===== config.mk =====
export PLATFORM = sky130hd
export DESIGN_NAME = dmem_access_ctrl
export DESIGN_NICKNAME = d
export VERILOG_FILES = /design/src/rtl/dmem_access_ctrl.sv
export SDC_FILE = /design/constraint.sdc
export NUM_CORES = 1
export LEC_CHECK = 0
export CAP_MARGIN = 20
export CORE_ASPECT_RATIO = 0.6
export CORE_MARGIN = 4
export CORE_UTILIZATION = 40
export DETAILED_ROUTE_END_ITERATION = 16
export PLACE_DENSITY_LB_ADDON = 0.08
export SETUP_SLACK_MARGIN = 0.15
export SLEW_MARGIN = 5
export SYNTH_ARGS = -nofsm -noshare
export SYNTH_HDL_FRONTEND = slang
export SYNTH_SLANG_ARGS = --single-unit

===== constraint.sdc =====
create_clock -name clk -period 3.6 [get_ports clk]
set_clock_uncertainty 0.1 [all_clocks]
set_input_delay 0.36 -clock clk [delete_from_list [all_inputs] [get_ports clk]]
set_output_delay 0.36 -clock clk [all_outputs]
set_load 0.01 [all_outputs]

===== src/rtl/dmem_access_ctrl.sv =====
// dmem_access_ctrl
//   Sequencer between the load/store stage and a word-wide DataMemory with a
//   combinational read port and a write on the rising clock edge.
//   Each request is a byte, halfword or word load or store. Sub-word stores
//   are done as read-modify-write. Loads are returned aligned and sign- or
//   zero-extended. Byte order is big-endian: byte offset 0 is bits 31:24.
//
// Ports
//   clk, reset    rising-edge clock and synchronous active-high reset
//   req_*         request channel (valid/ready). The fields are latched on
//                 the accept edge.
//   resp_*        response channel (valid/ready). rdata is 0 for stores and
//                 for errors. err flags a misaligned request or size 11.
//   mem_addr      word address (byte address >> 2). Only DEPTH_LOG2 bits
//                 are driven; the upper bits are 0.
//   mem_r_wbar    1 = read, 0 = write
//   mem_wdata     word to write
//   mem_rdata     combinational read data from DataMemory
module dmem_access_ctrl #(
   parameter int DEPTH_LOG2 = 10
) (
   input  logic        clk,
   input  logic        reset,
   input  logic        req_valid,
   output logic        req_ready,
   input  logic        req_we,
   input  logic [1:0]  req_size,
   input  logic        req_signed,
   input  logic [31:0] req_addr,
   input  logic [31:0] req_wdata,
   output logic        resp_valid,
   input  logic        resp_ready,
   output logic [31:0] resp_rdata,
   output logic        resp_err,
   output logic [31:0] mem_addr,
   output logic        mem_r_wbar,
   output logic [31:0] mem_wdata,
   input  logic [31:0] mem_rdata
);

   localparam logic [1:0] SZ_BYTE = 2'b00;
   localparam logic [1:0] SZ_HALF = 2'b01;
   localparam logic [1:0] SZ_WORD = 2'b10;

   typedef enum logic [2:0] {
      IDLE,
      LOAD,
      WR,
      RMW_RD,
      RMW_WR,
      RESP
   } state_t;

   state_t      state_reg, state_next;

   // Latched request fields.
   logic        signed_reg;
   logic [1:0]  size_reg;
   logic [1:0]  off_reg;
   logic [15:0] wdata_reg;

   logic [31:0] mem_addr_reg;
   // Holds the store word. For a sub-word store it is the merge buffer: the
   // word read in RMW_RD, with the target lane already replaced.
   logic [31:0] mem_wdata_reg;
   logic [31:0] resp_rdata_reg;
   logic        resp_err_reg;

   logic        accept;
   logic        req_illegal;
   logic [31:0] req_word_addr;
   logic        unused_addr_bits;

   assign accept = req_valid & req_ready;

   always_comb begin
      req_illegal = 1'b0;
      case (req_size)
         SZ_HALF: req_illegal = req_addr[0];
         SZ_WORD: req_illegal = (req_addr[1:0] != 2'b00);
         SZ_BYTE: req_illegal = 1'b0;
         default: req_illegal = 1'b1;
      endcase
   end

   assign req_word_addr    = 32'(req_addr[DEPTH_LOG2+1:2]);
   assign unused_addr_bits = ^req_addr[31:DEPTH_LOG2+2];

   // Byte lanes of the memory word, plus the lane merge for sub-word stores.
   // A halfword covers lanes {0,1} or {2,3}. Its high byte goes to the even
   // lane.
   logic [7:0]  rd_byte [4];
   logic [31:0] merge_word;

   for (genvar gi = 0; gi < 4; gi++) begin : g_lane
      localparam logic [1:0] LANE = 2'(gi);
      logic       lane_hit;
      logic [7:0] lane_data;

      assign rd_byte[gi] = mem_rdata[31-8*gi -: 8];
      assign lane_hit    = (size_reg == SZ_BYTE) ? (off_reg == LANE)
                                                 : (off_reg[1] == LANE[1]);
      assign lane_data   = ((size_reg == SZ_HALF) && !LANE[0]) ? wdata_reg[15:8]
                                                               : wdata_reg[7:0];
      assign merge_word[31-8*gi -: 8] = lane_hit ? lane_data : rd_byte[gi];
   end

   // Aligned and extended load result.
   logic [7:0]  load_byte;
   logic [15:0] load_half;
   logic [31:0] load_data;

   always_comb begin
      load_byte = rd_byte[off_reg];
      load_half = off_reg[1] ? mem_rdata[15:0] : mem_rdata[31:16];
      case (size_reg)
         SZ_BYTE: load_data = {{24{signed_reg & load_byte[7]}}, load_byte};
         SZ_HALF: load_data = {{16{signed_reg & load_half[15]}}, load_half};
         default: load_data = mem_rdata;
      endcase
   end

   // Next-state logic.
   always_comb begin
      state_next = state_reg;
      case (state_reg)
         IDLE: begin
            if (accept) begin
               if (req_illegal)
                  state_next = RESP;
               else if (!req_we)
                  state_next = LOAD;
               else if (req_size == SZ_WORD)
                  state_next = WR;
               else
                  state_next = RMW_RD;
            end
         end
         LOAD:    state_next = RESP;
         WR:      state_next = RESP;
         RMW_RD:  state_next = RMW_WR;
         RMW_WR:  state_next = RESP;
         RESP:    if (resp_ready) state_next = IDLE;
         default: state_next = IDLE;
      endcase
   end

   // State and datapath registers.
   always_ff @(posedge clk) begin
      if (reset) begin
         state_reg      <= IDLE;
         signed_reg     <= 1'b0;
         size_reg       <= 2'b00;
         off_reg        <= 2'b00;
         wdata_reg      <= 16'h0;
         mem_addr_reg   <= 32'h0;
         mem_wdata_reg  <= 32'h0;
         resp_rdata_reg <= 32'h0;
         resp_err_reg   <= 1'b0;
      end else begin
         state_reg <= state_next;
         case (state_reg)
            IDLE: begin
               if (accept) begin
                  signed_reg     <= req_signed;
                  size_reg       <= req_size;
                  off_reg        <= req_addr[1:0];
                  wdata_reg      <= req_wdata[15:0];
                  mem_addr_reg   <= req_word_addr;
                  resp_rdata_reg <= 32'h0;
                  resp_err_reg   <= req_illegal;
                  if (req_we && (req_size == SZ_WORD) && !req_illegal)
                     mem_wdata_reg <= req_wdata;
               end
            end
            LOAD:    resp_rdata_reg <= load_data;
            RMW_RD:  mem_wdata_reg  <= merge_word;
            default: ;
         endcase
      end
   end

   assign req_ready  = (state_reg == IDLE) && !reset;
   assign resp_valid = (state_reg == RESP);
   assign resp_rdata = resp_rdata_reg;
   assign resp_err   = resp_err_reg;
   assign mem_addr   = mem_addr_reg;
   assign mem_wdata  = mem_wdata_reg;
   // Reset forces a read so that an aborted store never reaches memory.
   assign mem_r_wbar = !(((state_reg == WR) || (state_reg == RMW_WR)) && !reset);

endmodule

Word-level counts from Yosys, hierarchy flattened
Cells that the tools add are included.
{"block": "word_totals", "regBits": 99, "out_inout_bits": 100, "wordCells": 75}
{"block": "classes", "order_cmp": 1, "eq_ne": 14, "n_mux": 26, "bitwise_logic": 5, "n_reduce_logical": 20}
{"op": "case mux 32 bit (2 select lines)", "count": 3}
{"op": "two-way mux 32 bit", "count": 3}
{"op": "two-way mux 8 bit", "count": 7}
{"op": "binary-select mux 8 bit (select 2 bit)", "count": 1}
{"op": "two-way mux 16 bit", "count": 1}
{"op": "case mux 3 bit (4 select lines)", "count": 1}
{"op": "two-way mux 3 bit", "count": 3}
{"op": "equality test 2 x 1 -> 1 bit, second input constant", "count": 3}
{"op": "equality test 2 bit, second input constant", "count": 3}
{"op": "equality test 3 x 2 -> 1 bit, second input constant", "count": 2}
{"op": "equality test 3 bit, second input constant", "count": 2}
{"op": "logical NOT 2 bit", "count": 3}
{"op": "AND reduction 2 bit", "count": 3}
{"op": "nonzero test 2 bit", "count": 3}
{"op": "two-way mux 1 bit", "count": 5}
{"op": "logical AND 1 bit", "count": 4}
{"op": "inequality test 2 bit, second input constant", "count": 2}
{"op": "AND 1 bit", "count": 3}
{"op": "equality test 3 x 1 -> 1 bit, second input constant", "count": 1}
{"op": "greater-or-equal comparator 3 bit, second input constant", "count": 1}
{"op": "logical NOT 1 bit", "count": 3}
{"op": "logical NOT 3 bit", "count": 1}
{"op": "inverter 2 -> 3 bit", "count": 1}
{"op": "case mux 1 bit (3 select lines)", "count": 1}
{"op": "6 further kinds", "count": 6}

Depth between registers and ports, before layout
{"block": "logic_depth", "ltp_word": 7, "mapped_depth": 7}

Worst setup path after synthesis
OpenSTA, ideal clock, no wires.
{"block": "synth_timing", "kind": "input -> register", "start": "in reset", "end": "reg mem_wdata_reg[20], in the netlist mem_wdata[20]", "setup_ns": 0.096, "arrival_ns": 1.707, "slack_ns": 1.698, "path_stages": 7, "n_path_buf": 3, "cell_sequence": "buf_2 -> nor4_4 -> nand4_2 -> and2_1 -> buf_2 -> buf_6 -> o41ai_2"}
{"block": "synth_via", "elab_chain_cells": 5}
{"item": "start: declaration", "line_no": "23", "rtl": "input logic reset,"}
{"item": "logical NOT 1 bit", "line_no": "183", "rtl": "assign req_ready = (state_reg == IDLE) && !reset;"}
{"item": "logical AND 1 bit", "line_no": "183"}
{"item": "net req_ready", "line_no": "25", "rtl": "output logic req_ready,"}
{"item": "AND 1 bit", "line_no": "74", "rtl": "assign accept = req_valid & req_ready;"}
{"item": "inequality test 2 bit (no source line)"}
{"item": "AND reduction 3 bit (no source line)"}
{"item": "end signal: assignment", "line_no": "173", "rtl": "mem_wdata_reg <= req_wdata;"}
{"item": "end signal: assignment", "line_no": "177", "rtl": "RMW_RD: mem_wdata_reg <= merge_word;"}
{"item": "end: declaration", "line_no": "65", "rtl": "logic [31:0] mem_wdata_reg;"}
The timed path passes the listed nets, and every way through them passes these cells.
A chain may end at the register's enable or synchronous reset.

Worst setup path after layout
{"block": "layout_timing", "start": "reg state_reg[0]", "end": "reg mem_wdata_reg[31], in the netlist mem_wdata[31]"}
{"block": "layout_via", "elab_chain_cells": 5, "word_cells_on_any_way": 9}
{"item": "start: declaration", "line_no": "54", "rtl": "state_t state_reg, state_next;"}
{"item": "start signal: assignment", "line_no": "161", "rtl": "state_reg <= state_next;"}
{"item": "logical NOT 3 bit", "line_no": "162, 183"}
{"item": "logical AND 1 bit", "line_no": "183"}
{"item": "AND 1 bit", "line_no": "74"}
{"item": "inequality test 2 bit (no source line)"}
{"item": "AND reduction 3 bit (no source line)"}
Parallel ways exist; a longest one is shown, timed or not.

==> flow_summary.yaml <==
clock_network:
  ctsHoldBuffers: 0
  cts-buffers-inserted: 9
  cts_root_buffer: "clkbuf_16"
  cts_tree: "yes"
  cts.htree.levels: 3
  post_cts.repair.setup_buffers: 0
  cts_sinks: 99
  clk_pin_slew_worst_paths_ps: 70
  cts-resized-gates: 0
  clk-insertion-delay-late_ps: 340
  clockBufferDepth: 2
place:
  dp_hpwl_um: 13700
  routabilityCongestion: 0.872
  port_buffers: 161
logic_synthesis:
  synth_area_leaders: "dfxtp_1 36%, o21ai_0 5.1%, mux2_2 4.7%"
  syn_inst: 630
  synth_area_um2: 5540
  yosys_warnings: 0
  synth_top_cell_by_area: "dfxtp_1"
  yosysMostFrequentCell: "dfxtp_1"
  ys.flop_type: "dfxtp_1"
  synth_cell_type_count: 53
  synth_seq_cells: 99
  async_flop_share_pct: 0
  synth_edf_count: 0
  synth_top_area_share_pct: 35.8
  yosysSeqAreaShare_pct: 35.8
  synth_area_per_cell_um2: 8.80
  synth_common_cells: "99 x dfxtp_1, 57 x o21ai_0, 51 x nand2_1"
timing:
  relSlewSlack_pct: 32.4
  max_slew.worst_pin.slew_ps: 1010
  finalHoldViolCount: 0
  fin_hold_ws_ps: 293
  timing.setup.tns_ps: 0
  rsz0062_at_grt: "false"
  min_period_ps: 2530
  setup_viol: 0
  fin_crit_sh_pct: 70.3
  slew_violations: 0
  max_freq_mhz: 395
power_and_ir_drop:
  pwr-share-seq_pct: 43.7
  p_sw_share_pct: 29.3
  p_int_mw: 1.93
  switching_power_mw: 0.803
  powerDensity_nw_per_um2: 369
  clockPowerShare_pct: 35.3
  p_leak_nw: 2.61
  pwr-share-comb_pct: 21.0
  ir_worst_vdd_mv: 0.208
die:
  start_util_pct: 42.0
  die_h_um: 99.2
  design.portCount: 204
  die_area_um2: 15900
  dieWidth_um: 160
  core-area_um2: 13200
  rows: 32
cells_and_area:
  diodes: 0
  area_delta_synth_final_pct: 33.6
  fin_util_pct: 56.0
  drive_gt1_share_pct: 12.8
  nets: 855
drt:
  vias: 5376
  first_pass_iters: 5
  final_antenna_net_count: 0
  viasPerCell: 5.81
  routed_wl_um: 18900
  drc: 0
  route.detailed.wl_per_inst_um: 20.4
  drt-initial-drc-count: 375
hold_path:
  hp-class: "in2reg"
worst_setup_path:
  slowest_stage: "nor3b_2"
  crit_chain: "inv_1, nor3b_2, o311ai_0, a221oi_2"
  criticalPathCategory: "reg2reg"
  r2r_slack_ps: 1070
  critPathCaptureType: "register"
  startpoint_type: "register"
  required_ps: 3760
  cpPeakStageDelay_ps: 850
  path_max_fanout: 17
  arrival_ps: 2690
grt:
  busiest_layer: "met1"
  grt_max_degree: 88
  grt_use_met1_pct: 34.2
  grt_pass1_wl_um: 28800
  grt_pass1_vias: 5077
  gr-usage-met2_pct: 31.8
  antenna_found_initial: 0
  grt_util_met3_pct: 6.50
  gr-total-overflow: 0
  grt_usage_pct: 22.8
outcome:
  status: "finished clean"
job:
  max-cap-violations: 0
stage by stage:
stage                     std cells  cell area [µm²]  worst slack [ps]  power (mW)
after detailed placement        910             7110               859        1.78
after CTS                       926             7400              1140        2.74
after floorplan                 651             5620              1700        1.53
after global placement          910             7110               990        1.77
final                           926             7400              1070        2.74
after global routing            926             7400               919        2.85
final timing paths:
path / start / end / cells after the start
min: reset / mem_addr[8] / 3
max: state_reg[0] / mem_wdata[31] / 4
max reg2reg: state_reg[0] / mem_wdata[31] / 4
min reg2reg: mem_wdata[30] / mem_wdata[30] / 2
per-layer routing:
layer  vias to the layer above  share of wire, %
met2                       243                41
met5                         -                 0
met1                      2571                49
met4                         0               1.5
li1                       2533                 -
met3                        29               8.3
worst max-delay path: cells and delay by family, from the launching register on:
family                 cells  cell delay [ps]
buffers and inverters      1              170
AND/OR/NAND/NOR            1              850
flip-flops                 1              470
AO/OA/AOI/OAI              2              850
final cells by class:
cell class,instances,area (µm²)
Fill cell,1210,5810
Multi-Input combinational cell,446,3130
Sequential cell,99,1980
Timing Repair Buffer,174,1710
Clock buffer,11,253
Tap cell,170,213
Inverter,21,78.8
Clock inverter,5,42.5
layout by cell type, fill, tap and decap left out, types with 9 or more instances in the layout:
master / synthesis / routed
a211oi_1: 15 / 15
o41ai_2: 14 / 14
mux2_2: 23 / 23
a21o_1: 17 / 17
dfxtp_1: 99 / 99
nand2_1: 51 / 51
o2bb2ai_1: 16 / 16
nor3b_1: 11 / 11
o311ai_0: 15 / 15
a21oi_1: 39 / 39
clkdlybuf4s50_1: 0 / 160
o21ai_0: 57 / 57
conb_1: 1 / 22
inv_1: 20 / 20
nand4b_1: 16 / 16
clkbuf_16: 0 / 9
a221oi_2: 16 / 16
nand2b_1: 19 / 19
nand3b_1: 12 / 12
buf_4: 23 / 14
nor2_1: 29 / 29
cell families (layout without fill, tap and decap cells):
group	Yosys count	after routing	synth area share (%)
compound gates	228	228	32.0
xor+xnor	1	1	0.158
buf+inv	106	211	9.23
flops	99	99	35.8
mux	26	26	5.21
other cells	1	22	0.0677
simple gates	169	169	17.5
power by group through the flow:
stage / Sequential, mW / Clock [mW] / Combinational [mW]
2_1_floorplan: 1.21 / 0 / 0.318
3_3_place_gp: 1.22 / 0 / 0.557
3_5_place_dp: 1.22 / 0 / 0.565
4_1_cts: 1.19 / 0.983 / 0.568
5_1_grt: 1.20 / 1.03 / 0.620
6_report: 1.19 / 0.967 / 0.574
(Power assumes the default switching activity.)
